## src/rtl/lstm_seq_ctrl.sv

```systemverilog
// Sequencer around a combinational LSTM cell: holds (c, h), feeds the cell one
// sample per timestep, waits a fixed settle time, captures the result and emits it.
module lstm_seq_ctrl #(
   parameter int DATA_WIDTH    = 16,
   parameter int FRACT_WIDTH   = 8,
   parameter int SEQ_LEN_W     = 8,
   parameter int SETTLE_CYCLES = 2
) (
   input  logic                  clk,
   input  logic                  rst,
   input  logic                  start,
   input  logic [SEQ_LEN_W-1:0]  seq_len,
   input  logic [DATA_WIDTH-1:0] c_init,
   input  logic [DATA_WIDTH-1:0] h_init,
   input  logic                  x_valid,
   input  logic [DATA_WIDTH-1:0] x_data,
   output logic                  x_ready,
   output logic [DATA_WIDTH-1:0] cell_x,
   output logic [DATA_WIDTH-1:0] cell_c_in,
   output logic [DATA_WIDTH-1:0] cell_h_in,
   input  logic [DATA_WIDTH-1:0] cell_c_out,
   input  logic [DATA_WIDTH-1:0] cell_h_out,
   output logic                  h_valid,
   output logic [DATA_WIDTH-1:0] h_data,
   output logic [DATA_WIDTH-1:0] c_data,
   output logic                  h_last,
   input  logic                  h_ready,
   output logic                  busy,
   output logic                  done
);

   if (SETTLE_CYCLES < 1 || SETTLE_CYCLES > 15 || FRACT_WIDTH > DATA_WIDTH) begin : g_param_check
      $error("lstm_seq_ctrl: SETTLE_CYCLES must be 1..15 and FRACT_WIDTH <= DATA_WIDTH");
   end

   typedef enum logic [1:0] {IDLE, WAIT_X, SETTLE, OUTPUT} state_e;

   localparam logic [3:0]           SETTLE_LOAD = 4'(SETTLE_CYCLES - 1);
   localparam logic [SEQ_LEN_W-1:0] LEN_ONE     = SEQ_LEN_W'(1);

   state_e                state_q, state_d;
   logic [DATA_WIDTH-1:0] c_q, c_d;
   logic [DATA_WIDTH-1:0] h_q, h_d;
   logic [DATA_WIDTH-1:0] x_q, x_d;
   logic [DATA_WIDTH-1:0] hout_q, hout_d;
   logic [DATA_WIDTH-1:0] cout_q, cout_d;
   logic [SEQ_LEN_W-1:0]  len_q, len_d;
   logic [SEQ_LEN_W-1:0]  step_q, step_d;
   logic [3:0]            cnt_q, cnt_d;
   logic                  last_q, last_d;
   logic                  done_q, done_d;

   always_comb begin
      // NOTE: every signal gets a default before the case so no path leaves it unassigned (no latches).
      state_d = state_q;
      c_d     = c_q;
      h_d     = h_q;
      x_d     = x_q;
      hout_d  = hout_q;
      cout_d  = cout_q;
      len_d   = len_q;
      step_d  = step_q;
      cnt_d   = cnt_q;
      last_d  = last_q;
      done_d  = 1'b0;

      unique case (state_q)
         IDLE: begin
            if (start) begin
               if (seq_len != '0) begin
                  c_d     = c_init;
                  h_d     = h_init;
                  len_d   = seq_len;
                  step_d  = '0;
                  state_d = WAIT_X;
               end else begin
                  done_d = 1'b1;
               end
            end
         end
         WAIT_X: begin
            if (x_valid) begin
               x_d     = x_data;
               cnt_d   = SETTLE_LOAD;
               state_d = SETTLE;
            end
         end
         SETTLE: begin
            if (cnt_q != '0) begin
               cnt_d = cnt_q - 4'd1;
            end else begin
               c_d     = cell_c_out;
               h_d     = cell_h_out;
               cout_d  = cell_c_out;
               hout_d  = cell_h_out;
               last_d  = (step_q == len_q - LEN_ONE);
               state_d = OUTPUT;
            end
         end
         OUTPUT: begin
            if (h_ready) begin
               step_d = step_q + LEN_ONE;
               if (last_q) begin
                  done_d  = 1'b1;
                  state_d = IDLE;
               end else begin
                  state_d = WAIT_X;
               end
            end
         end
         default: state_d = IDLE;
      endcase
   end

   always_ff @(posedge clk) begin
      // NOTE: non-blocking assignments so every register samples the pre-edge values.
      if (rst) begin
         state_q <= IDLE;
         c_q     <= '0;
         h_q     <= '0;
         x_q     <= '0;
         hout_q  <= '0;
         cout_q  <= '0;
         len_q   <= '0;
         step_q  <= '0;
         cnt_q   <= '0;
         last_q  <= 1'b0;
         done_q  <= 1'b0;
      end else begin
         state_q <= state_d;
         c_q     <= c_d;
         h_q     <= h_d;
         x_q     <= x_d;
         hout_q  <= hout_d;
         cout_q  <= cout_d;
         len_q   <= len_d;
         step_q  <= step_d;
         cnt_q   <= cnt_d;
         last_q  <= last_d;
         done_q  <= done_d;
      end
   end

   // Handshake outputs decode from state only, never from the partner's valid/ready.
   assign x_ready   = (state_q == WAIT_X);
   assign h_valid   = (state_q == OUTPUT);
   assign busy      = (state_q != IDLE);
   assign done      = done_q;
   assign h_last    = last_q;
   assign h_data    = hout_q;
   assign c_data    = cout_q;
   assign cell_x    = x_q;
   assign cell_c_in = c_q;
   assign cell_h_in = h_q;

endmodule

```

## config.mk

```make
export PLATFORM = sky130hd
export DESIGN_NAME = lstm_seq_ctrl
export DESIGN_NICKNAME = d
export VERILOG_FILES = /design/src/rtl/lstm_seq_ctrl.sv
export SDC_FILE = /design/constraint.sdc
export NUM_CORES = 1
export LEC_CHECK = 0
export ABC_AREA = 1
export CORE_MARGIN = 1.5
export CORE_UTILIZATION = 45
export CTS_BUF_LIST = sky130_fd_sc_hd__clkbuf_16
export DETAILED_ROUTE_END_ITERATION = 10
export GPL_TIMING_DRIVEN = 0
export PLACE_DENSITY = 0.83
export SYNTH_ARGS = -nofsm -noshare
export SYNTH_HDL_FRONTEND = slang
export SYNTH_SLANG_ARGS = --single-unit
```

## constraint.sdc

```tcl
create_clock -name clk -period 1.9 [get_ports clk]
set_input_delay 0.57 -clock clk [delete_from_list [all_inputs] [get_ports clk]]
set_output_delay 0.57 -clock clk [all_outputs]
set_load 0.1 [all_outputs]
```

==> results.yml, run 1 <==
run_status:
  outcome: "finished, final reports clean"
die:
  die_area_um2: 11300
  die_h_um: 106
  initial_core_util_pct: 46.5
  ios: 178
  num_rows: 37
  fp.dieW_um: 106
  core_area_um2: 10300
route:
  drcViolationCount: 0
  detailedRoute.firstPassIterationCount: 5
  routed_wl_um: 14700
  post_drt_wl_per_cell_um: 14.4
  viasPerCell: 4.97
  first_iter_violations: 358
  vias: 5088
  antenna_left: 0
global_routing:
  antenna_found_initial: 0
  grt_overflow: 0
  grt_pass1_vias: 4763
  grt_pass1_wl_um: 23300
  grt_max_degree: 18
  grt_use_total_pct: 26.2
sta:
  worst_pin_slew_ns: 0.659
  period_minus_slack_ns: 1.84
  slew_viol_final: 0
  min_period_over_period_pct: 97.0
  tns_ns: 0
  rsz0062_at_grt: "yes"
  final-hold-violation-count: 0
  fmax_mhz: 543
  setup_viol: 0
  hold_ws_ns: 0.445
  slew_headroom_pct: 56.1
  fin_worst_skew_ns: 0.00982
finish:
  drive_gt1_share_pct: 17.2
  finish.net_count: 986
  final_cells: 1024
  antennaDiodeCount: 0
  synthToLayoutAreaGrowth_pct: 50.0
  final_cell_mix: "nand2_1 (218), dfxtp_1 (102), clkdlybuf4s50_1 (91), clkdlybuf4s15_2 (81)"
  regArea_um2: 2090
  multi_input_area_um2: 2340
  n_fill_cell: 891
  layout_commonest_cell: "nand2_1"
synth:
  synth_top_area_share_pct: 43.4
  yosysTopAreaCell: "dfxtp_1"
  synthTopCellsByArea: "dfxtp_1 (43%), nand2_1 (17%), a21oi_1 (7.5%)"
  yosys_register_bits: 104
  synth_area_um2: 4800
  synth_edf_count: 0
  seq_area_frac_synth_pct: 43.4
  yosys_warnings: 0
  synthFlopType: "dfxtp_1"
  synth_cell_types: 33
  syn_nets: 799
  avgSynthCellArea_um2: 6.87
  async_flop_share_pct: 0
  synthCells: 698
clock_tree:
  clockRootBuffer: "clkbuf_16"
  h-tree-depth: 3
  hold_buffers: 0
  clk_latency_ns: 0.34
  clock_path_buffers: 2
  clock-sinks: 104
  path_clk_slew_ns: 0.07
  cts_tree: "built"
  cts_inserted_buffers: 9
placed_design:
  dp_hpwl_um: 10900
  portBuffers: 176
  placedCellCount: 1010
  gp_congestion: 0.864
setup_path:
  path_cells: "clkdlybuf4s15_2"
  worstPathArrival_ns: 1.27
  path_max_fanout: 2
  crit_slowest_cell: "clkdlybuf4s15_2"
  cp.required_ns: 1.33
  endpoint_kind: "output pin"
  crit_buf_inv: 1
  path_class: "flip-flop to output pin"
  slowest_delay_ns: 0.58
  critPathTopFamily: "buffers and inverters"
  start_kind: "flip-flop"
power_and_ir_drop:
  p_leak_uw: 0.00288
  peakVddDrop_v: 0.00126
  p_per_area_nw_per_um2: 1970
  power_uw: 14200
flow_run:
  maxCapViolCount: 0
worst_hold_path:
  hp-class: "flip-flop to flip-flop"
-- final cells by class --
type / count / share of cell area, %
tap: 136 / 2.36
clock buffer: 9 / 3.13
buffer: 34 / 2.76
sequential: 104 / 29.0
timing repair buffer: 177 / 26.0
inverter: 67 / 3.67
clock inverter: 5 / 0.609
multi-input combinational: 492 / 32.5
-- Yosys cell counts (2+ instances only) --
cell and n:
xnor2_1 2, buf_6 2, a21oi_1 72, xor2_1 3, buf_2 4, clkbuf_1 24, buf_4 3, dfxtp_1 104
nor2_1 73, clkbuf_8 2, nand2_2 5, nand2_1 218, nor3_1 2, nand3_1 18, a21oi_2 12, nand4_1 2
o21ai_0 64, inv_1 63, inv_2 3, ha_1 8, nor3b_1 2
-- metal layers --
layer,routed length [µm],part of all wire (%),up-vias,global-route usage (%)
met5,0,0,-,0
met4,362,2.5,0,9.46
met2,7050,48,157,44.7
met1,6590,45,2321,33.5
li1,-,-,2581,-
met3,742,5.0,29,4.05
-- registers in the layout (all words and copies together), names as in the netlist --
signal     flops
done           1
cell_c_in     16
step_q         8
c_data        16
state_q        2
cell_h_in     16
cnt_q          4
cell_x        16
len_q          8
h_last         1
h_data        16
-- path summary, 6_finish.rpt --
check                  start    endpoint  slack, ns  cells after the start
setup / recovery  c_data[14]  c_data[14]       0.06                      1
hold / removal     c_data[1]   c_data[1]       0.44                      2
setup reg to reg  state_q[0]  h_data[12]       0.09                      8
hold reg to reg    c_data[1]   c_data[1]       0.44                      2
-- where the power goes --
| part | switching (µW) | leakage [µW] | internal, µW |
|---|---|---|---|
| logic | 6940 | 0.00190 | 2160 |
| clock network | 845 | 0.000126 | 892 |
| registers | 437 | 0.000852 | 2910 |
| total | 8220 | 0.00288 | 5960 |
-- worst register-to-register path, cell delays in order (launching register included) --
cell      delay (ns)
dfxtp_4         0.41
inv_2           0.07
ha_1            0.21
buf_6           0.16
nand3_4         0.11
buf_2           0.27
clkbuf_4        0.26
o21ai_0         0.11
a21oi_1         0.16
-- repair_timing --
action / in CTS / in global routing
gates resized for setup: 284 / 10
setup endpoints to repair: 152 / 57
gates cloned: 0 / 0
pin swaps: 0 / 1
setup buffers: 0 / 1
-- through the flow --
stage	area (µm²)	setup WS, ns	utilization, %
after floorplan	4840	0.00925	-
after global placement	6770	-0.786	65.6
after detailed placement	6770	-0.784	65.6
after CTS	7170	0.00746	69.4
after global routing	7200	-0.00738	69.7
final	7200	0.0577	69.7
-- cells by family (layout without fill, tap and decap cells) --
family                     Yosys count  after routing  synth area share (%)
xor gates and xnor gates             5              5                 0.913
and+or+nand+nor                    327            327                  27.5
AOI/OAI and AO/OA                  152            152                  17.0
adders and majority gates            8              8                  2.09
DFF                                104            104                  43.4
buffers and inverters              102            292                  9.10
Power figures use the tool's default switching activity.
==> run 2, diff against run 1 <==
CAP_MARGIN = 40   (was default)
CELL_PAD_IN_SITES_DETAIL_PLACEMENT = 0   (was default)
CELL_PAD_IN_SITES_GLOBAL_PLACEMENT = 1   (was default)
CORE_UTILIZATION = 30   (was 45)
PLACE_DENSITY = 0.81   (was 0.83)
==> results.yml, run 2 (synthesized netlist as in run 1, its figures left out) <==
run_status:
  outcome: "finished, violations left"
  violations: "setup timing"
power_and_ir_drop:
  netSwitchingPower_uw: 8770
  peakVddDrop_v: 0.00124
  power_frac_comb_pct: 67.5
  p_clk_share_pct: 11.1
  p_leak_uw: 0.00362
  sw_frac_of_total_pct: 51.9
  intPower_uw: 8140
  p_per_area_nw_per_um2: 1980
  power_frac_seq_pct: 21.4
sta:
  period_minus_slack_ns: 1.99
  min_period_over_period_pct: 105
  fin_worst_skew_ns: 0.00406
  slew_headroom_pct: 54.2
  fin_ws_ns: -0.0857
  setup_viol: 1
  rsz0062_at_grt: "yes"
  slew_viol_final: 0
  tns_ns: -0.0857
  final-hold-violation-count: 0
  worst_pin_slew_ns: 0.688
  fmax_mhz: 504
setup_path:
  endpoint_kind: "output pin"
  path_max_fanout: 5
  r2r_cells: 8
  rrSetupSlack_ns: 0.13
  worstPathArrival_ns: 1.42
  cp.required_ns: 1.33
  r2r_start: "state_q[0]"
  path_class: "flip-flop to output pin"
  start_kind: "flip-flop"
  r2r-end: "cell_h_in[11]"
global_routing:
  grt_use_total_pct: 20.4
  grt_overflow: 0
  antenna_found_initial: 0
  grt_pass1_vias: 5161
  grt_max_degree: 18
  grt_pass1_wl_um: 26400
finish:
  layout_commonest_cell: "nand2_1"
  drive_gt1_share_pct: 17.5
  utilization_pct: 54.2
  synthToLayoutAreaGrowth_pct: 78.2
  final_cell_mix: "nand2_1 (218), dfxtp_1 (101), clkdlybuf4s50_1 (89), a21oi_1 (72), nor2_1 (72)"
  finish.net_count: 1021
  antennaDiodeCount: 0
worst_hold_path:
  hold_end: "cell_c_in[13]"
  holdPathStages: 2
  hp-class: "flip-flop to flip-flop"
  hold_path_startpoint: "cell_c_in[13]"
placed_design:
  dp_hpwl_um: 13000
  dp_worst_setup_slack_ns: -0.478
  portBuffers: 176
  gp_congestion: 0.827
route:
  routed_wl_um: 17000
  post_drt_wl_per_cell_um: 14.9
  vias: 5216
  drcViolationCount: 0
  viasPerCell: 4.57
  detailedRoute.firstPassIterationCount: 5
  first_iter_violations: 291
  antenna_left: 0
die:
  fp.dieW_um: 129
  core_area_um2: 15800
  initial_core_util_pct: 30.4
  die_area_um2: 16800
  num_rows: 46
  ios: 178
  die_h_um: 129
clock_tree:
  hold_buffers: 0
  clockRootBuffer: "clkbuf_16"
  clk_latency_ns: 0.35
  clock_path_buffers: 2
  clock-sinks: 104
  h-tree-depth: 3
  cts_inserted_buffers: 9
  path_clk_slew_ns: 0.07
  cts_tree: "built"
flow_run:
  maxCapViolCount: 0
-- run 2: cell types whose count changed in the layout (fill, tap and decap cells not counted), sizes merged --
cell,delta
inv,-1
buf,+88
clkdlybuf4s15,-81
dlygate4sd2,+29
clkinv,+1
clkbuf,-1
bufinv,+2
clkdlybuf4s50,-2
dlymetal6s2s,+2
-- run 2: layer usage --
metal / track usage [%] / part of all wire, %
met2: 35.9 / 50
met4: 8.56 / 2.2
met1: 24.5 / 43
met3: 3.84 / 5.1
met5: 0 / 0
-- run 2: repair_timing --
item                                   CTS  global route
endpoints found under the hold margin    0             0
setup endpoints to repair              152            78
setup buffers                            3             4
gates resized for setup                101            29
pin swaps                                1             4
-- run 2: layout make-up --
type / count / area [µm²]
plain buffers: 33 / 185
clock buffers: 9 / 225
clock inverters: 7 / 71.3
fillers: 1486 / 7220
inverters: 67 / 270
multi-input cells: 492 / 2330
flip-flops and latches: 104 / 2090
well taps: 216 / 270
repair buffers: 213 / 3110
-- run 2: worst max-delay path by stage --
| stage | startpoint | to | cells after the start |
|---|---|---|---|
| after floorplan | state_q[1] | step_q[1] | 10 |
| after global placement | state_q[1] | busy | 4 |
| after detailed placement | seq_len[5] | cell_h_in[14] | 10 |
| after CTS | state_q[1] | busy | 5 |
| after global routing | state_q[1] | busy | 5 |
| final | state_q[1] | busy | 5 |
-- run 2: metrics by stage --
stage / cell area (µm²) / power [µW] / hold WS [ns] / instances
after floorplan: 4840 / 10400 / 0.448 / 698
after global placement: 6870 / 12500 / 0.432 / 1090
after detailed placement: 8430 / 15200 / 0.437 / 1175
after CTS: 8490 / 16900 / 0.462 / 1139
after global routing: 8550 / 17700 / 0.481 / 1141
final: 8550 / 16900 / 0.464 / 1141
-- run 2: power groups by stage --
| stage | Sequential, µW | Combinational, µW | Clock [µW] |
|---|---|---|---|
| floorplan | 7760 | 2590 | 0 |
| global placement | 3370 | 9160 | 0 |
| detailed placement | 3380 | 11800 | 0 |
| CTS | 3630 | 11300 | 1950 |
| global route | 3710 | 12000 | 2010 |
| finish | 3620 | 11400 | 1880 |
-- run 2: critical path, cell delays in order, from the launching register on --
cell      delay, ns
dfxtp_4        0.36
inv_4          0.08
ha_4           0.16
bufinv_8       0.20
buf_6          0.11
buf_12         0.15
==> run 3, diff against run 2 <==
MAX_ROUTING_LAYER = met4   (was default)
==> results.yml, run 3 (synthesized netlist as in run 1, its figures left out) <==
sta:
  slew_viol_final: 0
  slew_headroom_pct: 54.8
  rsz0062_at_grt: "yes"
  setup_viol: 1
  min_period_over_period_pct: 105
  fin_ws_ns: -0.0922
  fmax_mhz: 502
  tns_ns: -0.0922
  worst_pin_slew_ns: 0.678
  period_minus_slack_ns: 1.99
  fin_worst_skew_ns: 0.00468
  final-hold-violation-count: 0
setup_path:
  endpoint_kind: "output pin"
  rrSetupSlack_ns: 0.14
  start_kind: "flip-flop"
  cp.required_ns: 1.33
  path_max_fanout: 5
  worstPathArrival_ns: 1.42
  path_class: "flip-flop to output pin"
route:
  vias: 5197
  viasPerCell: 4.55
  routed_wl_um: 16900
  first_iter_violations: 296
  detailedRoute.firstPassIterationCount: 4
  drcViolationCount: 0
  post_drt_wl_per_cell_um: 14.9
  antenna_left: 0
placed_design:
  postPlaceCellArea_um2: 8430
  dp_worst_setup_slack_ns: -0.478
  portBuffers: 176
  gp_congestion: 0.839
  dp_hpwl_um: 13000
finish:
  final_cell_mix: "nand2_1 (218), dfxtp_1 (101), clkdlybuf4s50_1 (89), a21oi_1 (72), nor2_1 (72)"
  synthToLayoutAreaGrowth_pct: 78.2
  n_fill_cell: 1486
  final_area_um2: 8550
  finish.net_count: 1021
  antennaDiodeCount: 0
  drive_gt1_share_pct: 17.5
  layout_commonest_cell: "nand2_1"
clock_tree:
  h-tree-depth: 3
  hold_buffers: 0
  cts_inserted_buffers: 9
  clock_path_buffers: 2
  cts_tree: "built"
  clock-sinks: 104
  path_clk_slew_ns: 0.07
  clockRootBuffer: "clkbuf_16"
  clk_latency_ns: 0.35
die:
  die_h_um: 129
  ios: 178
  num_rows: 46
  fp.dieW_um: 129
  die_area_um2: 16800
  core_area_um2: 15800
  initial_core_util_pct: 30.4
global_routing:
  antenna_found_initial: 0
  grt_pass1_wl_um: 26400
  grt_overflow: 0
  grt_use_total_pct: 21.1
  grt_max_degree: 18
  grt_pass1_vias: 5151
power_and_ir_drop:
  power_uw: 16900
  p_leak_uw: 0.00361
  p_per_area_nw_per_um2: 1980
  peakVddDrop_v: 0.00124
worst_hold_path:
  hp-class: "flip-flop to flip-flop"
run_status:
  violations: "setup timing"
  outcome: "finished, violations left"
flow_run:
  maxCapViolCount: 0
==> run 3: report_power, final <==
part,internal [µW],switching (µW),total (µW),leakage [µW]
logic,4200,7200,11400,0.00262
clock network,1020,865,1890,0.000143
registers,2910,706,3620,0.000853
==> run 3: per-layer routing <==
metal / track usage (%) / up-vias / part of all wire (%)
li1: - / 2652 / -
met1: 24.9 / 2374 / 43
met2: 35.9 / 140 / 50
met3: 3.39 / 31 / 4.3
met4: 8.43 / 0 / 2.3
met5: - / - / 0
==> run 3: layout make-up <==
cell class / instances / area (µm²) / share of cell area [%]
timing repair buffer: 213 / 3110 / 36.4
multi-input combinational: 492 / 2330 / 27.2
sequential: 104 / 2090 / 24.5
inverter: 67 / 270 / 3.16
tap: 216 / 270 / 3.16
clock buffer: 9 / 225 / 2.63
buffer: 33 / 185 / 2.17
clock inverter: 7 / 71.3 / 0.834
==> run 3: worst paths after layout <==
check	start	endpoint	cells after the start
setup / recovery	state_q[1]	busy	5
hold / removal	cell_c_in[13]	cell_c_in[13]	2
setup reg to reg	state_q[1]	step_q[5]	11
hold reg to reg	cell_c_in[13]	cell_c_in[13]	2
==> run 3: critical path, cell delays in order, from the launching register on <==
cell and delay [ns]:
dfxtp_4 0.36, inv_4 0.08, ha_4 0.16, bufinv_8 0.20, buf_6 0.11, buf_12 0.15
==> run 3: what timing repair did <==
action                     in CTS  in global routing
gates resized for setup       101                 29
buffers inserted                3                  4
setup endpoints to repair     152                 78
pin swaps                       1                  4
==> run 3: through the flow <==
stage                     instances  utilization, %  hold WS [ns]
after global placement         1090            43.6         0.432
final                          1141            54.2         0.464
after global routing           1141            54.2         0.481
after detailed placement       1175            53.5         0.437
after CTS                      1139            53.8         0.462
after floorplan                 698               -         0.448
